File: src/rtl/lvdt_phase_ref_gen.sv
// rtl/lvdt_phase_ref_gen.sv - LVDT excitation and phase-shifted demodulation reference generator
// Prescaled 256-step period counter drives excitation, demod reference and sampling strobes.
module lvdt_phase_ref_gen #(
  parameter int PRESCALE = 49
) (
  input  logic       clk,
  input  logic       reset_n,
  input  logic [7:0] phase,
  input  logic       enable,
  output logic       exc_out,
  output logic       demod_ref,
  output logic       sample_strobe,
  output logic       period_start,
  output logic [7:0] phase_active
);

  typedef enum logic {IDLE, RUN} state_t;

  localparam logic [15:0] PRESCALE_W = 16'(PRESCALE);

  state_t      state, state_nxt;
  logic [15:0] presc, presc_nxt;
  logic [7:0]  cnt, cnt_nxt, pa_nxt, d_nxt;
  logic        exc_nxt, dref_nxt, ss_nxt, ps_nxt;
  logic        tick;

  assign tick = (presc == PRESCALE_W);

  always_ff @(posedge clk or negedge reset_n) begin
    if (!reset_n) begin
      state         <= IDLE;
      presc         <= 16'd0;
      cnt           <= 8'd0;
      phase_active  <= 8'd0;
      exc_out       <= 1'b0;
      demod_ref     <= 1'b0;
      sample_strobe <= 1'b0;
      period_start  <= 1'b0;
    end else begin
      state         <= state_nxt;
      presc         <= presc_nxt;
      cnt           <= cnt_nxt;
      phase_active  <= pa_nxt;
      exc_out       <= exc_nxt;
      demod_ref     <= dref_nxt;
      sample_strobe <= ss_nxt;
      period_start  <= ps_nxt;
    end
  end

  always_comb begin
    state_nxt = state;
    case (state)
      IDLE:    if (enable)  state_nxt = RUN;
      RUN:     if (!enable) state_nxt = IDLE;
      default: state_nxt = IDLE;
    endcase
  end

  always_comb begin
    presc_nxt = 16'd0;
    cnt_nxt   = 8'd0;
    pa_nxt    = phase_active;
    ps_nxt    = 1'b0;
    ss_nxt    = 1'b0;
    exc_nxt   = 1'b0;
    dref_nxt  = 1'b0;
    if (state == IDLE && state_nxt == RUN) begin
      pa_nxt = phase;
      ps_nxt = 1'b1;
    end else if (state == RUN && state_nxt == RUN) begin
      presc_nxt = tick ? 16'd0 : 16'(presc + 16'd1);
      cnt_nxt   = tick ? 8'(cnt + 8'd1) : cnt;
      // New phase is latched on the 255->0 edge so it governs the whole next period.
      if (tick && cnt == 8'hff) begin
        pa_nxt = phase;
        ps_nxt = 1'b1;
      end
    end
    d_nxt = 8'(cnt_nxt - pa_nxt);
    if (state_nxt == RUN) begin
      exc_nxt  = ~cnt_nxt[7];
      dref_nxt = ~d_nxt[7];
      // d of 64 or 192 marks the centre of a demod half-cycle; only real advances strobe.
      ss_nxt   = (state == RUN) && tick && (d_nxt[6:0] == 7'h40);
    end
  end

endmodule

File: config.mk
export PLATFORM = sky130hd
export DESIGN_NAME = lvdt_phase_ref_gen
export DESIGN_NICKNAME = d
export VERILOG_FILES = /design/src/rtl/lvdt_phase_ref_gen.sv
export SDC_FILE = /design/constraint.sdc
export NUM_CORES = 1
export LEC_CHECK = 0
export ABC_CLOCK_PERIOD_IN_PS = 9800
export BUFFER_PORTS_ARGS = -buffer_cell sky130_fd_sc_hd__buf_2
export CAP_MARGIN = 10
export CORE_ASPECT_RATIO = 0.6
export CORE_MARGIN = 2
export CORE_UTILIZATION = 50
export CTS_CLUSTER_DIAMETER = 150
export CTS_CLUSTER_SIZE = 28
export DETAILED_ROUTE_END_ITERATION = 6
export PLACE_DENSITY = 0.71
export SYNTH_ARGS = -nofsm -noshare
export SYNTH_HDL_FRONTEND = slang
export SYNTH_SLANG_ARGS = --single-unit
File: constraint.sdc
create_clock -name clk -period 9.8 [get_ports clk]
set_input_delay 0.98 -clock clk [delete_from_list [all_inputs] [get_ports clk]]
set_output_delay 0.98 -clock clk [all_outputs]
set_load 0.05 [all_outputs]
; ---- Yosys cells after proc, flatten, opt, wreduce, memory -nomap -nowiden
; Index checks and enable logic that the tools add are counted.
[totals]
register_bits = 37
inputBits = 11
output_inout_bits = 12
elab_cells = 38
[classes]
add_sub_neg = 3
n_eq_ne = 3
n_mux = 16
bitwise_logic = 3
reduce_logical = 5
[ops]
columns = operator, count
row1 = $mux W16, 3
row2 = $mux W8, 6
row3 = $add A16 B1 Y16 const B, 1
row4 = $eq A16 B6 Y1 const B, 1
row5 = $add A8 B1 Y8 const B, 1
row6 = $eq A8 B8 Y1 const B, 1
row7 = $sub A8 B8 Y8, 1
row8 = $eq A7 B7 Y1 const B, 1
row9 = $mux W1, 7
row10 = $logic_and A1 B1 Y1, 5
row11 = $not A1 Y1, 3

; ---- Logic depth before layout (Yosys ltp)
; Gate-level depths: netlist of the first run.
[logic_depth]
depth_word = 9
mapped_depth = 17
ltp_nobuf = 15

; ---- Worst setup path before layout of the first run
; Ideal clock, no wire load.
[synth_timing]
path_kind = register to register
from = register presc[1]
to = register sample_strobe
setup_ps = 94
t_arrival_ps = 3234
required_time_ps = 9706
setup_slack_ps = 6472
stages_incl_launch_ff = 18
path_buffers = 2
period_less_slack_ps = 3328
cell_sequence = dfrtp_1 -> inv_1 -> ha_1 -> nor4b_4 -> and4_1 -> buf_6 -> nand2_4 -> o21ai_4 -> nand2_4 -> buf_6 -> mux2i_1 -> ha_1 -> nor2b_1 -> o21a_1 -> o211a_1 -> a211o_1 -> or3_1 -> a211oi_1
[synth_via]
elab_chain_cells = 9
elab_cells_between_ends = 13
classes_between = add/sub (1) / eq/ne (2) / mux (7) / reduce/logical (3)
[synth_rtl]
columns = element, line
row1 = "start, declared", 22  ; logic [15:0] presc, presc_nxt;
row2 = "start signal, assigned", 41  ; presc <= presc_nxt;
row3 = $eq A16 B6 Y1 *, 27  ; assign tick = (presc == PRESCALE_W);
row4 = $logic_and A1 B1 Y1, 75  ; if (tick && cnt == 8'hff) begin
row5 = $mux W8, 75
row6 = $mux W8, 71  ; end else if (state == RUN && state_nxt == RUN) begin
row7 = $mux W8, 68  ; if (state == IDLE && state_nxt == RUN) begin
row8 = $sub A8 B8 Y8, 80  ; d_nxt = 8'(cnt_nxt - pa_nxt);
row9 = $eq A7 B7 Y1, 85  ; ss_nxt = (state == RUN) && tick && (d_nxt[6:0] == 7'h40);
row10 = $logic_and A1 B1 Y1 *, 85
row11 = $mux W1 *, 81  ; if (state_nxt == RUN) begin
row12 = net ss_nxt, 24  ; logic exc_nxt, dref_nxt, ss_nxt, ps_nxt;
row13 = "end signal, assigned", 46  ; sample_strobe <= ss_nxt;
row14 = "end, declared", 12  ; output logic sample_strobe,
; Mark *: on every way through the listed nets, which the timed path passes. The rest lies on a longest branch.

; ---- Worst setup path after layout of the first run
; Ends and elaborated chain as after synthesis.

==> flow_summary.json, run 1 <==
{
  "grt_pass1_wl_um": 7180,
  "netlist_instances": 204,
  "portBuffers": 22,
  "setup_viol": 0,
  "wl_um": 4260,
  "final_core_util_pct": 58.4,
  "ctsHtreeMaxLevel": 2,
  "netlist_area_mm2": 0.00214,
  "multi_input_area_mm2": 0.00113,
  "ys_types": 44,
  "drive_gt1_share_pct": 21.9,
  "route.detailed.drc": 0,
  "cts_max_path_buffers": 2,
  "leakagePower_nw": 1.13,
  "ys_ff_latch": 37,
  "cp.arrival_ns": 3.78,
  "cts_buffers": 5,
  "hold_buffers": 0,
  "seqCellArea_um2": 926,
  "clkLatencyLatePin_ns": 0.29,
  "fin_crit_sh_pct": 36.5,
  "crit_required_ns": 10.01,
  "synth_fp_nets": 225,
  "die_h_um": 54.7,
  "dp_slack_ns": 6.25,
  "grt_antenna_before_repair": 0,
  "vdd_drop_max_mv": 0.0860,
  "max_freq_ghz": 0.279,
  "post-route-min-period_ns": 3.58,
  "final_antenna_net_count": 0,
  "avgSynthCellArea_um2": 10.5,
  "first_global_vias": 1471,
  "finalSetupTns_ns": 0,
  "row_count": 18,
  "synth_top_cell_area_share_pct": 43.2,
  "hold_path.class": "flip-flop to flip-flop",
  "synth_warnings": 0,
  "vias": 1546,
  "finClkSkew_ns": 0.00542,
  "synth_edf_count": 0,
  "synthTopCellsByArea": "dfrtp_1 (43%), ha_1 (5.8%), nor2_1 (4.6%)",
  "hold_start": "presc[0]$_DFF_PN0_",
  "end_kind": "flip-flop",
  "place_hpwl_um": 3180,
  "synthToLayoutAreaGrowth_pct": 12.3,
  "globalplace.congestion": 0.826,
  "grtUsageTotal_pct": 20.7,
  "cts_root_buffer": "clkbuf_8",
  "postCtsResizedCells": 0,
  "core_area_mm2": 0.00412,
  "path_clk_slew_ns": 0.07,
  "post-cts-setup-buffers": 0,
  "grt_max_degree": 38,
  "yosysSeqAreaShare_pct": 43.2,
  "diodes": 0,
  "outcome": "complete, no violations",
  "synth_flop_cell": "dfrtp_1",
  "crit_path_max_fanout": 14,
  "initial_core_util_pct": 52.0,
  "cts_tree": "yes",
  "hold_viol": 0,
  "fillers": 370,
  "fin_ws_ns": 6.22,
  "max_cap_violations": 0,
  "p_per_area_mw_per_mm2": 160,
  "die_w_um": 88.5,
  "max_slew_margin_pct": 45.6,
  "nets": 248,
  "crit_path_start_kind": "flip-flop",
  "worstMarginPinSlew_ns": 0.816,
  "first_iter_violations": 52,
  "synthArstFlopShare_pct": 100,
  "cts.sinks": 37,
  "rsz0062_at_grt": "no",
  "dr.pass1.iters": 4,
  "num_io_pins": 23,
  "post_drt_wl_per_cell_um": 14.8,
  "cp-startpoint": "presc[1]$_DFF_PN0_",
  "fp.dieArea_mm2": 0.00484,
  "crit_type": "flip-flop to flip-flop",
  "slew_violations": 0,
  "power.total_uw": 385,
  "r2r_start": "presc[1]$_DFF_PN0_",
  "globalRouteOverflowTotal": 0,
  "fin_worst_hold_slack_ns": 0.529,
  "via_per_inst": 5.37,
  "synth_largest_area_cell": "dfrtp_1"
}
-- cells in the final DEF, fill, tap and decap left out, types with 4 or more instances in the layout --
cell      synthesis  routed
a21oi_1           5       5
buf_2             0      22
clkbuf_8          0       5
dfrtp_1          37      37
ha_1             10      10
inv_1             7       7
mux2_2            4       4
mux2i_1           9       9
nand2_1          11      11
nand3_1          10      10
nand4_1           6       6
nor2_1           26      26
nor3_1            8       8
o21ai_0           6       6
or3_1             7       7
xnor2_1           9       9
xor2_1            9       9
-- synth_stat cells, types with 4 or more instances --
cell and count:
nand2_1 11, mux2i_1 9, nand3_1 10, xor2_1 9, or3_1 7, dfrtp_1 37
mux2_2 4, nor3_1 8, a21oi_1 5, inv_1 7, buf_6 4, nand4_1 6
nor2_1 26, xnor2_1 9, o21ai_0 6, ha_1 10
-- worst paths after layout --
check	endpoint	slack, ns	cells after the start
min in group asynchronous	presc[10]$_DFF_PN0_	0.77	1
hold reg to reg	presc[0]$_DFF_PN0_	0.53	1
max in group asynchronous	cnt[7]$_DFF_PN0_	8.51	1
hold / removal	presc[0]$_DFF_PN0_	0.53	1
setup / recovery	sample_strobe$_DFF_PN0_	6.22	15
setup reg to reg	sample_strobe$_DFF_PN0_	6.22	15
-- flip-flops by register name, summed over array words and instances (netlist names) --
name	cells
state	1
exc_out	1
sample_strobe	1
phase_active	8
demod_ref	1
period_start	1
presc	16
cnt	8
-- logic make-up (layout without fill, tap and decap cells) --
group	Yosys count	after routing	share of synthesized area [%]
flops	37	37	43.2
mux	16	16	8.41
buf+inv	13	37	3.85
fa+ha+maj	10	10	5.84
compound gates	23	23	8.23
simple gates	87	87	23.1
xor+xnor	18	18	7.36
-- worst max-delay path, cell delays in order, from the launching register on --
cell and delay (ns):
dfrtp_1 0.41, inv_1 0.07, ha_1 0.15, nor4b_4 0.22, and4_1 0.38, nand2_4 0.08
o21ai_4 0.15, nand2_4 0.17, mux2i_1 0.16, ha_1 0.29, nor2b_1 0.14, o21a_1 0.20
o211a_1 0.25, a211o_1 0.28, or3_1 0.35, a211oi_1 0.20
-- power by group --
part | internal, mW | switching (mW) | total [mW]
sequential | 0.159 | 0.00427 | 0.163
combinational | 0.0221 | 0.0421 | 0.0642
clock | 0.101 | 0.0568 | 0.158
-- stage by stage --
step	std cells	area [um2]
2_1_floorplan	204	2140
6_report	288	2410
4_1_cts	288	2410
5_1_grt	288	2410
3_5_place_dp	280	2270
3_3_place_gp	280	2270
-- layer usage --
layer  track usage (%)  wire (um)  vias up
li1                  -          -      774
met1              30.8       2340      738
met2              29.3       1730       26
met3              4.98        129        8
met4              6.82         57        0
met5                 0          0        -
-- final cells by class --
class | count | area share (%)
Inverter | 7 | 1.09
Clock buffer | 5 | 2.86
Clock inverter | 3 | 2.70
Sequential cell | 37 | 38.5
Timing Repair Buffer | 22 | 4.58
Multi-Input combinational cell | 154 | 47.2
Tap cell | 60 | 3.12
Note: power is estimated with default switching activity, not from simulation.
==> run 2, diff against run 1 <==
Settings changed: ABC_CLOCK_PERIOD_IN_PS 9800 to 3300.
Clock period 9.8 ns to 3.3 ns, I/O delays scaled along.
==> run 2 against run 1 <==
  * The flow now finishes with violations (negative setup slack)
  * First-iteration DRC count rose by 83%
  * Maximum frequency rose by 7.5%
  * Wire length increased by 6.6%
  * Non-clock buffer count rose by 18
  * Hold slack worse by 0.40 ns
  * Critical path depth stayed put
  * Register-to-register slack worse by 6.3 ns
  * Setup slack got worse by 6.3 ns
  * Clock skew down 0.00073 ns
  * Sequential power grew to 3.0 times the previous value
  * Sequential share of layout area is 1.7 points lower
  * Die area is the same
==> flow_summary.json, run 2 (synthesis results as in run 1) <==
{
  "cts_buffers": 5,
  "largest_register_ffs": 16,
  "grt_antenna_before_repair": 0,
  "diodes": 0,
  "dr.pass1.iters": 4,
  "post-route-min-period_ns": 3.33,
  "cts.sinks": 37,
  "max_cap_violations": 0,
  "regMostFlops": "presc",
  "final_cell_mix": "dfrtp_1 (37), nor2_1 (26), buf_2 (22)",
  "finalSetupTns_ns": -0.0302,
  "fillers": 348,
  "hold_viol": 0,
  "wl_um": 4540,
  "drive_gt1_share_pct": 29.3,
  "clkLatencyLatePin_ns": 0.30,
  "synthToLayoutAreaGrowth_pct": 17.6,
  "row_count": 18,
  "crit_path_start_kind": "flip-flop",
  "cp.arrival_ns": 3.53,
  "r2r_end": "sample_strobe$_DFF_PN0_",
  "dp_slack_ns": -0.0591,
  "first_global_vias": 1441,
  "p_per_area_mw_per_mm2": 395,
  "max_slew_margin_pct": 44.2,
  "die_h_um": 54.7,
  "vdd_drop_max_mv": 0.323,
  "nets": 266,
  "via_per_inst": 5.13,
  "max_freq_ghz": 0.300,
  "core_area_mm2": 0.00412,
  "setup_viol": 1,
  "cts_tree": "yes",
  "slew_violations": 0,
  "grt_max_degree": 38,
  "final_antenna_net_count": 0,
  "layout_commonest_cell": "dfrtp_1",
  "cts_max_path_buffers": 2,
  "num_io_pins": 23,
  "r2r_setup_slack_ns": -0.03,
  "post_drt_wl_per_cell_um": 14.8,
  "first_iter_violations": 95,
  "hold_path.class": "input pin to asynchronous set/reset pin",
  "cp-startpoint": "presc[1]$_DFF_PN0_",
  "worstMarginPinSlew_ns": 0.836,
  "rsz0062_at_grt": "yes",
  "fin_worst_hold_slack_ns": 0.131,
  "die_w_um": 88.5,
  "fin_crit_sh_pct": 101,
  "hold_buffers": 0,
  "path_clk_slew_ns": 0.07,
  "ctsHtreeMaxLevel": 2,
  "failed_checks": "negative setup slack",
  "crit_path_max_fanout": 5,
  "crit_type": "flip-flop to flip-flop",
  "grt_pass1_wl_um": 7360,
  "layout.cells.non_filler": 306,
  "top_regs": "presc x16, cnt x8, phase_active x8",
  "cts_root_buffer": "clkbuf_8",
  "r2r_cells": 15,
  "place_hpwl_um": 3280,
  "route.detailed.drc": 0,
  "leakagePower_nw": 1.20,
  "r2r_start": "presc[1]$_DFF_PN0_",
  "end_kind": "flip-flop",
  "vias": 1569,
  "post-place-cells": 294,
  "final_core_util_pct": 61.1,
  "crit_required_ns": 3.50,
  "finClkSkew_ns": 0.00468,
  "outcome": "finished, violations left",
  "initial_core_util_pct": 52.0,
  "grtUsageTotal_pct": 21.3,
  "fp.dieArea_mm2": 0.00484,
  "globalplace.congestion": 0.837,
  "portBuffers": 22,
  "fin_ws_ns": -0.0302,
  "globalRouteOverflowTotal": 0
}
[run 2: worst max-delay path, stage by stage, from the launching register on]
cell	delay (ns)
dfrtp_1	0.38
inv_1	0.06
ha_2	0.17
nor4b_4	0.21
and4_4	0.27
nand2_4	0.05
o21ai_4	0.14
nand2_4	0.09
mux2i_1	0.13
ha_1	0.30
nor2b_1	0.13
o21a_1	0.19
o211a_1	0.25
a211o_1	0.25
or3_4	0.37
a211oi_2	0.24
[run 2: report_power, final]
group	total [mW]	switching, mW	internal [mW]
clock network	0.313	0.166	0.146
logic	0.199	0.128	0.0717
registers	0.484	0.0122	0.472
total	0.996	0.306	0.690
[run 2: worst max-delay path by stage]
stage / endpoint / slack [ns] / depth (start not counted)
floorplan: sample_strobe$_DFF_PN0_ / -0.03 / 17
global placement: sample_strobe$_DFF_PN0_ / 0.07 / 15
detailed placement: sample_strobe$_DFF_PN0_ / -0.06 / 15
CTS: sample_strobe$_DFF_PN0_ / 0.008 / 15
global route: sample_strobe$_DFF_PN0_ / -0.21 / 15
finish: sample_strobe$_DFF_PN0_ / -0.03 / 15
[run 2: area by class of cell]
class	count	area (um2)	area share, %
tap	60	75.1	2.98
multi-input combinational	154	1160	46.2
sequential	37	926	36.7
clock inverter	2	10.0	0.397
clock buffer	6	72.6	2.88
timing repair buffer	40	245	9.73
inverter	7	26.3	1.04
[run 2: what timing repair did]
action                                  CTS  global route
buffers inserted                          2             2
endpoints found under the setup margin    1             2
cloned                                    0             0
resized for setup                         3             3
pin swaps                                 2             6
[run 2: per-stage QoR]
stage / instance area (um2) / power (mW)
2_1_floorplan: 2140 / 0.634
3_3_place_gp: 2380 / 0.682
3_5_place_dp: 2380 / 0.685
4_1_cts: 2490 / 1.00
5_1_grt: 2520 / 1.04
6_report: 2520 / 0.996
[run 2: routing by layer]
metal | wire [um] | vias up | global-route usage [%]
met5 | 0 | - | 0
met1 | 2590 | 735 | 33.9
li1 | - | 799 | -
met4 | 57 | 0 | 8.33
met3 | 166 | 6 | 4.98
met2 | 1720 | 29 | 26.6
